<file path="config.mk">
export PLATFORM = sky130hd
export DESIGN_NAME = example_block_in_fifo_flat
export DESIGN_NICKNAME = d
export VERILOG_FILES = /design/src/rtl/example_block_in_fifo_if.sv /design/src/rtl/example_block_in_fifo.sv /design/src/flat_wrapper.sv
export SDC_FILE = /design/constraint.sdc
export NUM_CORES = 1
export LEC_CHECK = 0
export BUFFER_PORTS_ARGS = -buffer_cell sky130_fd_sc_hd__buf_2
export CORE_ASPECT_RATIO = 1.1
export CORE_MARGIN = 1
export CORE_UTILIZATION = 40
export CTS_CLUSTER_SIZE = 12
export DETAILED_ROUTE_END_ITERATION = 7
export PLACE_DENSITY_LB_ADDON = 0.25
export SYNTH_ARGS = -nofsm -noshare
export SYNTH_HDL_FRONTEND = slang
export SYNTH_SLANG_ARGS = --single-unit
export TNS_END_PERCENT = 100
</file>
<file path="constraint.sdc">
create_clock -name clk -period 5.1 [get_ports clk]
set_clock_uncertainty 0.1 [all_clocks]
set_input_delay 1.02 -clock clk [delete_from_list [all_inputs] [get_ports clk]]
set_output_delay 1.02 -clock clk [all_outputs]
set_load 0.02 [all_outputs]
</file>
<file path="src/rtl/example_block_in_fifo_if.sv">
// Valid/ready handshake bundle between the upstream source, the input FIFO
// and example_block_top. master = environment side, slave = FIFO side.
interface example_block_in_fifo_if #(
    parameter int DAT_W = 32
);
    logic             in_vld;
    logic [DAT_W-1:0] in_dat;
    logic             in_rdy;
    logic             out_vld;
    logic [DAT_W-1:0] out_dat;
    logic             out_rdy;

    modport master (
        output in_vld, in_dat, out_rdy,
        input  in_rdy, out_vld, out_dat
    );

    modport slave (
        input  in_vld, in_dat, out_rdy,
        output in_rdy, out_vld, out_dat
    );
endinterface

</file>
<file path="src/rtl/example_block_in_fifo.sv">
// Input buffer for example_block_top: first-word-fall-through FIFO with
// occupancy, almost-full, high-water mark and synchronous flush.
module example_block_in_fifo #(
    parameter int DAT_W    = 32,
    parameter int DEPTH    = 8,
    parameter int AFULL_TH = 6,
    localparam int CNT_W   = $clog2(DEPTH) + 1,
    localparam int PTR_W   = $clog2(DEPTH)
) (
    input  logic                 clk,
    input  logic                 rst,
    example_block_in_fifo_if.slave bus,
    input  logic                 flush,
    input  logic                 clr_hwm,
    output logic [CNT_W-1:0]     count,
    output logic                 afull,
    output logic [CNT_W-1:0]     hwm
);
    localparam logic [1:0] ST_EMPTY = 2'd0;
    localparam logic [1:0] ST_PART  = 2'd1;
    localparam logic [1:0] ST_FULL  = 2'd2;
    localparam logic [1:0] ST_FLUSH = 2'd3;

    logic [DAT_W-1:0] mem [DEPTH];

    logic [1:0]       state_q, state_d;
    logic [PTR_W-1:0] wr_ptr_q, wr_ptr_d;
    logic [PTR_W-1:0] rd_ptr_q, rd_ptr_d;
    logic [CNT_W-1:0] count_q, count_d;
    logic [CNT_W-1:0] hwm_q, hwm_d;
    logic             afull_q, afull_d;

    logic in_rdy;
    logic out_vld;
    logic push;
    logic pop;

    // Handshake flags come from registered state only.
    always_comb begin
        in_rdy  = (state_q == ST_EMPTY) || (state_q == ST_PART);
        out_vld = (state_q == ST_PART)  || (state_q == ST_FULL);
        push    = bus.in_vld & in_rdy;
        pop     = out_vld & bus.out_rdy;
    end

    assign bus.in_rdy  = in_rdy;
    assign bus.out_vld = out_vld;
    assign bus.out_dat = mem[rd_ptr_q];
    assign count       = count_q;
    assign afull       = afull_q;
    assign hwm         = hwm_q;

    // Next-state: FSM, pointers, occupancy and status; flush overrides push/pop.
    always_comb begin
        state_d  = state_q;
        wr_ptr_d = wr_ptr_q;
        rd_ptr_d = rd_ptr_q;
        count_d  = count_q;

        if (flush) begin
            state_d  = ST_FLUSH;
            wr_ptr_d = '0;
            rd_ptr_d = '0;
            count_d  = '0;
        end else begin
            if (push) wr_ptr_d = wr_ptr_q + PTR_W'(1);
            if (pop)  rd_ptr_d = rd_ptr_q + PTR_W'(1);
            count_d = count_q + CNT_W'(push) - CNT_W'(pop);
            case (state_q)
                ST_EMPTY: if (push) state_d = ST_PART;
                ST_PART: begin
                    if (push && !pop && count_q == CNT_W'(DEPTH - 1))
                        state_d = ST_FULL;
                    else if (pop && !push && count_q == CNT_W'(1))
                        state_d = ST_EMPTY;
                end
                ST_FULL:  if (pop) state_d = ST_PART;
                ST_FLUSH: state_d = ST_EMPTY;
                default:  state_d = ST_EMPTY;
            endcase
        end

        hwm_d   = clr_hwm ? count_d : ((count_d > hwm_q) ? count_d : hwm_q);
        afull_d = (count_d >= CNT_W'(AFULL_TH));
    end

    // Control/status registers with synchronous reset.
    always_ff @(posedge clk) begin
        if (rst) begin
            state_q  <= ST_EMPTY;
            wr_ptr_q <= '0;
            rd_ptr_q <= '0;
            count_q  <= '0;
            hwm_q    <= '0;
            afull_q  <= 1'b0;
        end else begin
            state_q  <= state_d;
            wr_ptr_q <= wr_ptr_d;
            rd_ptr_q <= rd_ptr_d;
            count_q  <= count_d;
            hwm_q    <= hwm_d;
            afull_q  <= afull_d;
        end
    end

    // Storage array, not reset; a push in a flush cycle is discarded.
    always_ff @(posedge clk) begin
        if (push && !flush) mem[wr_ptr_q] <= bus.in_dat;
    end
endmodule

</file>
<file path="src/flat_wrapper.sv">
// flat-port wrapper written by rule: the top's interface ports become plain ports
module example_block_in_fifo_flat 
#(
    parameter int DAT_W    = 32,
    parameter int DEPTH    = 8,
    parameter int AFULL_TH = 6,
    localparam int CNT_W   = $clog2(DEPTH) + 1,
    localparam int PTR_W   = $clog2(DEPTH)
)
  (clk, rst, flush, clr_hwm, count, afull, hwm, bus_in_vld, bus_in_dat, bus_out_rdy, bus_in_rdy, bus_out_vld, bus_out_dat);
  example_block_in_fifo_if #(.DAT_W(DAT_W)) bus_i ();
  input  logic clk;
  input  logic rst;
  input  logic flush;
  input  logic clr_hwm;
  output logic [CNT_W-1:0] count;
  output logic afull;
  output logic [CNT_W-1:0] hwm;
  input wire logic [$bits(bus_i.in_vld)-1:0] bus_in_vld;
  input wire logic [$bits(bus_i.in_dat)-1:0] bus_in_dat;
  input wire logic [$bits(bus_i.out_rdy)-1:0] bus_out_rdy;
  output wire logic [$bits(bus_i.in_rdy)-1:0] bus_in_rdy;
  output wire logic [$bits(bus_i.out_vld)-1:0] bus_out_vld;
  output wire logic [$bits(bus_i.out_dat)-1:0] bus_out_dat;
  assign bus_i.in_vld = bus_in_vld;
  assign bus_i.in_dat = bus_in_dat;
  assign bus_i.out_rdy = bus_out_rdy;
  assign bus_in_rdy = bus_i.in_rdy;
  assign bus_out_vld = bus_i.out_vld;
  assign bus_out_dat = bus_i.out_dat;
  example_block_in_fifo #(.DAT_W(DAT_W), .DEPTH(DEPTH), .AFULL_TH(AFULL_TH)) u_core (.clk(clk), .rst(rst), .bus(bus_i), .flush(flush), .clr_hwm(clr_hwm), .count(count), .afull(afull), .hwm(hwm));
endmodule
</file>
======== Yosys cells after proc, flatten, opt, wreduce, memory -nomap -nowiden ========
Memory sizes are Yosys's and may differ from the RTL's. A register that Yosys moved wholly into a read port is not among the register bits.
Index checks and enable logic that the tools add are counted.
word-level totals
  output and inout bits ................... 43
  bits of input ports ..................... 38
  bits in writable memories ............... 256
  word-level logic and storage cells ...... 50
  memories kept ........................... 1
  register bits ........................... 17
cells by class
  multiplexer cells ....................... 13
  order comparisons ....................... 2
  add/subtract/negate cells ............... 4
  bitwise operators ....................... 2
  reductions and logical operators ........ 14
  eq/ne operators ......................... 8
memories
  name        depth  bits a word  read ports  clocked after memory_dff  write ports  RTL line                     RTL
  u_core.mem  8      32           1           1                         1            example_block_in_fifo.sv:24  logic [DAT_W-1:0] mem [DEPTH];
operators with widths
  kind                                                                   count
  4-bit 2-to-1 mux                                                       3
  2-bit 2-to-1 mux                                                       5
  2-bit case mux with 4 select lines                                     1
  3-bit by 1-bit adder with 3-bit output, second input constant          2
  3-bit 2-to-1 mux                                                       2
  3-bit by 2-bit != test with 1-bit output, second input constant        2
  1-bit logical AND                                                      5
  4-bit by 1-bit adder with 4-bit output                                 1
  2-bit equality test, second input constant                             2
  4-bit by 1-bit equality test with 1-bit output, second input constant  1
  4-bit by 3-bit equality test with 1-bit output, second input constant  1
  4-bit by 3-bit >= comparator with 1-bit output, second input constant  1
  4-bit greater-than comparator                                          1
  4-bit != test, second input constant                                   1
  4-bit by 1-bit subtractor with 4-bit output                            1
  1-bit logical NOT                                                      3
  3-bit AND reduction                                                    1
  1-bit AND                                                              2
  2-bit by 1-bit equality test with 1-bit output, second input constant  1
  2-bit logical NOT                                                      1
  1-bit logical OR                                                       2
  1-bit 2-to-1 mux                                                       2
  2-bit nonzero test                                                     1
  2-bit OR reduction                                                     1

======== Logic depth before layout (Yosys ltp) ========
  word-level depth ........................ 10
  gate-level depth with buffers ........... 16
  mapped depth without buffers ............ 16

======== Worst setup path before layout ========
OpenSTA, ideal clock, no wires.
  path type ............................... in2reg
  from .................................... input port flush
  to ...................................... memory u_core.mem[0][0], enable pin
  data required time ...................... 4.487 ns
  cell stages on the path ................. 3
  path slack .............................. -0.202 ns
  arrival time ............................ 4.689 ns
  cell sequence ........................... clkbuf_1 -> nor2_1 -> nor4b_1
between the ends
  longest elaborated chain between the ends .. 4
RTL lines
  what                                    RTL line                      RTL
  start: declaration                      flat_wrapper.sv:14            input logic flush;
  1-bit logical NOT                       example_block_in_fifo.sv:108  if (push && !flush) mem[wr_ptr_q] <= bus.in_dat;
  1-bit logical AND                       example_block_in_fifo.sv:108
  1-bit 2-to-1 mux                        example_block_in_fifo.sv:108
  1-bit 2-to-1 mux (implied by the code)  example_block_in_fifo.sv:108
  end: declaration                        example_block_in_fifo.sv:24
Every way passes these cells.

======== Worst setup path after layout ========
  from .................................... register u_core.state_q[0]
  to ...................................... register u_core.hwm_q[1], in the netlist u_core.hwm[1]
between the ends
  longest elaborated chain between the ends .. 8
  elaborated cells between the ends (all ways) .. 14
  classes of those cells .................. add/sub (2); order compare (1); eq/ne (2); mux (3); bitwise (2); reduce/logical (4)
RTL lines
  what                                                                                 RTL line                      RTL
  start: declaration                                                                   example_block_in_fifo.sv:26   logic [1:0] state_q, state_d;
  start signal: assignment                                                             example_block_in_fifo.sv:97   state_q <= state_d;
  2-bit by 1-bit equality test with 1-bit output or 2-bit logical NOT (tied branches)  example_block_in_fifo.sv:40   in_rdy = (state_q == ST_EMPTY) || (state_q == ST_PART);
  1-bit logical OR (*)                                                                 example_block_in_fifo.sv:40
  1-bit AND (*)                                                                        example_block_in_fifo.sv:42   push = bus.in_vld & in_rdy;
  named net u_core.push                                                                example_block_in_fifo.sv:35   logic push;
  4-bit by 1-bit adder with 4-bit output (*)                                           example_block_in_fifo.sv:68   count_d = count_q + CNT_W'(push) - CNT_W'(pop);
  4-bit by 1-bit subtractor with 4-bit output (*)                                      example_block_in_fifo.sv:68
  4-bit 2-to-1 mux (*)                                                                 example_block_in_fifo.sv:60   if (flush) begin
  named net u_core.count_d[2]                                                          example_block_in_fifo.sv:29   logic [CNT_W-1:0] count_q, count_d;
  4-bit greater-than comparator (*)                                                    example_block_in_fifo.sv:83   hwm_d = clr_hwm ? count_d : ((count_d > hwm_q) ? count_d : hwm_q);
  2-bit nonzero test (no line) (*)                                                     n/a
  end signal: assignment                                                               example_block_in_fifo.sv:101  hwm_q <= hwm_d;
  end: declaration                                                                     example_block_in_fifo.sv:30   logic [CNT_W-1:0] hwm_q, hwm_d;
Mark *: on every way through the listed nets, which the timed path passes. The rest lies on a longest branch. The select of a mux whose other input is x is not followed.
A chain may end at the register's enable or synchronous reset.

==> impl_metrics.ini <==
[layout]
sequential_cell_area_um2 = 8100
multi_input_area_um2 = 2670
final_cell_area_um2 = 12600
drive_above_1_share_pct = 31.7
fin_nets = 664
antenna_cells_inserted = 0
area_growth_syn_to_fin_pct = 15.7
stdcell_count = 976
num-fill-cells = 2196
most_frequent_standard_cell_in_the_layout_excluding_fill_and_tap_cells = sky130_fd_sc_hd__edfxtp_1
layout_common_cells = sky130_fd_sc_hd__edfxtp_1 (256), sky130_fd_sc_hd__buf_2 (80), sky130_fd_sc_hd__mux4_1 (40), sky130_fd_sc_hd__mux2_2 (32), sky130_fd_sc_hd__clkbuf_16 (29)

[worst_hold_path]
worstHoldPathCells = 2
min_delay_path_class = flip-flop to flip-flop
timing.hold.worst.start = u_core.rd_ptr_q[1]

[pwr]
total_switching_power_uw = 967
comb_power_share_pct = 6.7
clock_network_fraction_of_design_power_pct = 39.3
intPower_mw = 3.71
p_per_area_nw_per_um2 = 372
cellLeakagePower_nw = 4.17
worst_ir_drop_vdd_v = 0.000267
p_seq_share_pct = 54.0
p_sw_share_pct = 20.7
pnr_total_power_mw = 4.68

[timing]
max-slew-margin-rel_pct = 26.6
finalHoldViolCount = 0
worst_slack_ps = 877
max_freq_mhz = 237
finalSetupTns_ps = 0
finalSetupViolations = 0
grt_setup_unrepaired = false
actual_slew_at_the_worst_max_slew_pin_ps = 1100
report.final.slew_viol_count = 0
period_share_pct = 82.8
period_minus_slack_ps = 4220

[critical_path]
worst-endpoint-arrival_ps = 4540
worstSetupStartpointType = flip-flop
cells_on_worst_reg2reg_path = 15
regToRegEndpoint = u_core.hwm[1]
timing.critical_path.fanout_max = 6
critical_path_class = flip-flop to flip-flop
reg2reg_slack_ps = 880
worst_setup_path_end_kind = flip-flop
worst_ep_required_ps = 5410
r2r_start = u_core.state_q[0]

[placed_design]
postPlaceCellArea_um2 = 11800
gp_congestion = 0.733
preCtsSetupSlack_ps = 818
placed_cells = 932
numPortBuffers = 80
detailed_place_hpwl_mm = 12.0

[floorplan]
die_area_um2 = 27900
fp.dieW_um = 159
die_h_um = 175
io_pins = 81
placement_rows = 62
core_area_um2 = 26400
initial_core_util_pct = 41.2

[detailed_routing]
drt-wirelength-per-cell_um = 21.1
drt-pass1-iter-count = 4
ant_nets = 0
route.vias.total = 5098
vias_per_cell = 5.22
final_routed_wirelength_mm = 20.6
remaining_drc_errors = 0
drt_iter0_drc = 319

[clock_network]
tritoncts_num_sinks = 276
postCtsSetupRepairBufs = 0
clock_latency_ps = 530
tritoncts.num_buffers = 28
cts_tree = done
ctsHoldBuffers = 0
clkTransAtPathRegs_ps = 60
cts_root_buf = sky130_fd_sc_hd__clkbuf_16
cts_max_level = 1
ctsLongestPathBuffers = 3
post_cts_resized = 0

[global_route]
grt_start_max_net_pins = 65
via_count_of_the_first_global_routing_pass = 5536
grt_pass1_wl_mm = 31.7
antenna_found_initial = 4
gr-usage-all-layers_pct = 15.1
global_route.overflow_total = 0

[run]
cap_viol_max_count = 0

[logic_synthesis]
top_cell_type_by_total_area_after_synthesis = sky130_fd_sc_hd__edfxtp_1
part_of_the_yosys_area_used_for_sequential_elements_pct = 74.4
synth-warning-count = 0
synth_fp_nets = 559
synth_top_cell_area_share_pct = 70.7
post_synth_main_area_contributors = sky130_fd_sc_hd__edfxtp_1 (71%), sky130_fd_sc_hd__mux4_1 (9.7%), sky130_fd_sc_hd__mux4_2 (5.0%), sky130_fd_sc_hd__dfxtp_1 (3.7%), sky130_fd_sc_hd__mux2_2 (3.3%)
syn_area_per_cell_um2 = 21.5
mappedNetlistArea_um2 = 10900
ys_seq_elements = 276
count_of_unique_library_cells_instantiated_by_yosys = 36
postSynthCellCount = 505

[status]
result_of_the_run = finished, final reports clean
==> state kept, by name, summed over array words and instances, names as in the netlist, named ones only <==
name and flops:
u_core.hwm 4, u_core.afull 1, u_core.state_q 2, u_core.rd_ptr_q 3, u_core.wr_ptr_q 3, u_core.count 4
u_core.mem 256
==> worst max-delay path by stage <==
stage,cells past startpoint,slack (ps),endpoint,from
final,15,880,u_core.hwm[1],u_core.state_q[0]
after global routing,15,670,u_core.hwm[1],u_core.state_q[1]
after CTS,15,950,u_core.hwm[2],u_core.state_q[0]
after detailed placement,13,820,u_core.hwm[1],bus_in_vld
after global placement,13,1010,u_core.hwm[3],bus_in_vld
after floorplan,4,30,u_core.mem[4][0],bus_in_vld
==> worst max-delay path, stage by stage (launching register included) <==
cell	delay [ps]
sky130_fd_sc_hd__dfxtp_1	390
sky130_fd_sc_hd__inv_1	100
sky130_fd_sc_hd__ha_1	210
sky130_fd_sc_hd__or2_2	300
sky130_fd_sc_hd__nand2_1	270
sky130_fd_sc_hd__inv_1	180
sky130_fd_sc_hd__ha_1	270
sky130_fd_sc_hd__fa_1	420
sky130_fd_sc_hd__xnor2_1	260
sky130_fd_sc_hd__nor2_1	110
sky130_fd_sc_hd__ha_1	320
sky130_fd_sc_hd__a211oi_1	230
sky130_fd_sc_hd__o21ai_0	160
sky130_fd_sc_hd__a21oi_1	460
sky130_fd_sc_hd__mux2i_1	260
sky130_fd_sc_hd__nor2_1	60
==> routing by layer <==
layer	share of wire, %	global-route usage (%)	up-vias
li1	-	-	2292
met1	42	19.1	2640
met2	51	26.4	118
met3	4.7	2.92	40
met4	2.0	4.61	8
met5	0.23	0	-
==> Yosys cell counts <==
master	instances
sky130_fd_sc_hd__and2_1	1
sky130_fd_sc_hd__nand4_1	1
sky130_fd_sc_hd__a211oi_1	1
sky130_fd_sc_hd__nor2_1	21
sky130_fd_sc_hd__nand3b_1	1
sky130_fd_sc_hd__a21oi_1	11
sky130_fd_sc_hd__fa_1	1
sky130_fd_sc_hd__buf_6	7
sky130_fd_sc_hd__nor4b_1	1
sky130_fd_sc_hd__dfxtp_1	20
sky130_fd_sc_hd__nor2b_1	3
sky130_fd_sc_hd__edfxtp_1	256
sky130_fd_sc_hd__xor2_1	3
sky130_fd_sc_hd__inv_1	11
sky130_fd_sc_hd__xnor2_1	2
sky130_fd_sc_hd__a21o_1	1
sky130_fd_sc_hd__or2_2	4
sky130_fd_sc_hd__o22ai_1	1
sky130_fd_sc_hd__mux4_2	24
sky130_fd_sc_hd__nand3_1	2
sky130_fd_sc_hd__a31oi_1	1
sky130_fd_sc_hd__mux2i_1	4
sky130_fd_sc_hd__nor4_1	1
sky130_fd_sc_hd__clkbuf_2	1
sky130_fd_sc_hd__nand2_1	17
sky130_fd_sc_hd__o21ai_0	3
sky130_fd_sc_hd__ha_1	15
sky130_fd_sc_hd__mux2_2	32
sky130_fd_sc_hd__buf_2	1
sky130_fd_sc_hd__mux4_1	40
sky130_fd_sc_hd__a41oi_1	1
sky130_fd_sc_hd__nor3_1	3
sky130_fd_sc_hd__clkbuf_1	2
sky130_fd_sc_hd__nand4bb_1	1
sky130_fd_sc_hd__nand2b_1	1
sky130_fd_sc_hd__buf_1	10
==> cell families after synthesis <==
logic type      after synthesis  synth area share [%]
flops                       276                  74.4
mux                         100                  18.3
compound gates               19                 0.978
fa+ha+maj                    16                  1.91
simple gates                 57                  2.43
xor+xnor                      5                 0.403
buf+inv                      32                  1.61
==> through the flow <==
stage,hold WS [ps],util [%]
after floorplan,362,-
after global placement,359,44.6
after detailed placement,380,44.6
after CTS,391,47.7
after global routing,432,47.7
final,392,47.7
==> final cells by class <==
cell class	count	share of cell area, %
Timing Repair Buffer	96	4.14
Multi-Input combinational cell	197	21.2
Clock buffer	38	6.04
Clock inverter	6	0.398
Tap cell	352	3.50
Inverter	11	0.328
Sequential cell	276	64.4
==> power groups by stage <==
stage	logic (mW)	clock network (mW)	registers [mW]
finish	0.313	1.84	2.52
global route	0.344	1.97	2.53
CTS	0.315	1.89	2.53
detailed placement	0.314	0	2.57
global placement	0.300	0	2.57
floorplan	0.205	0	2.57
(Power assumes the default switching activity.)
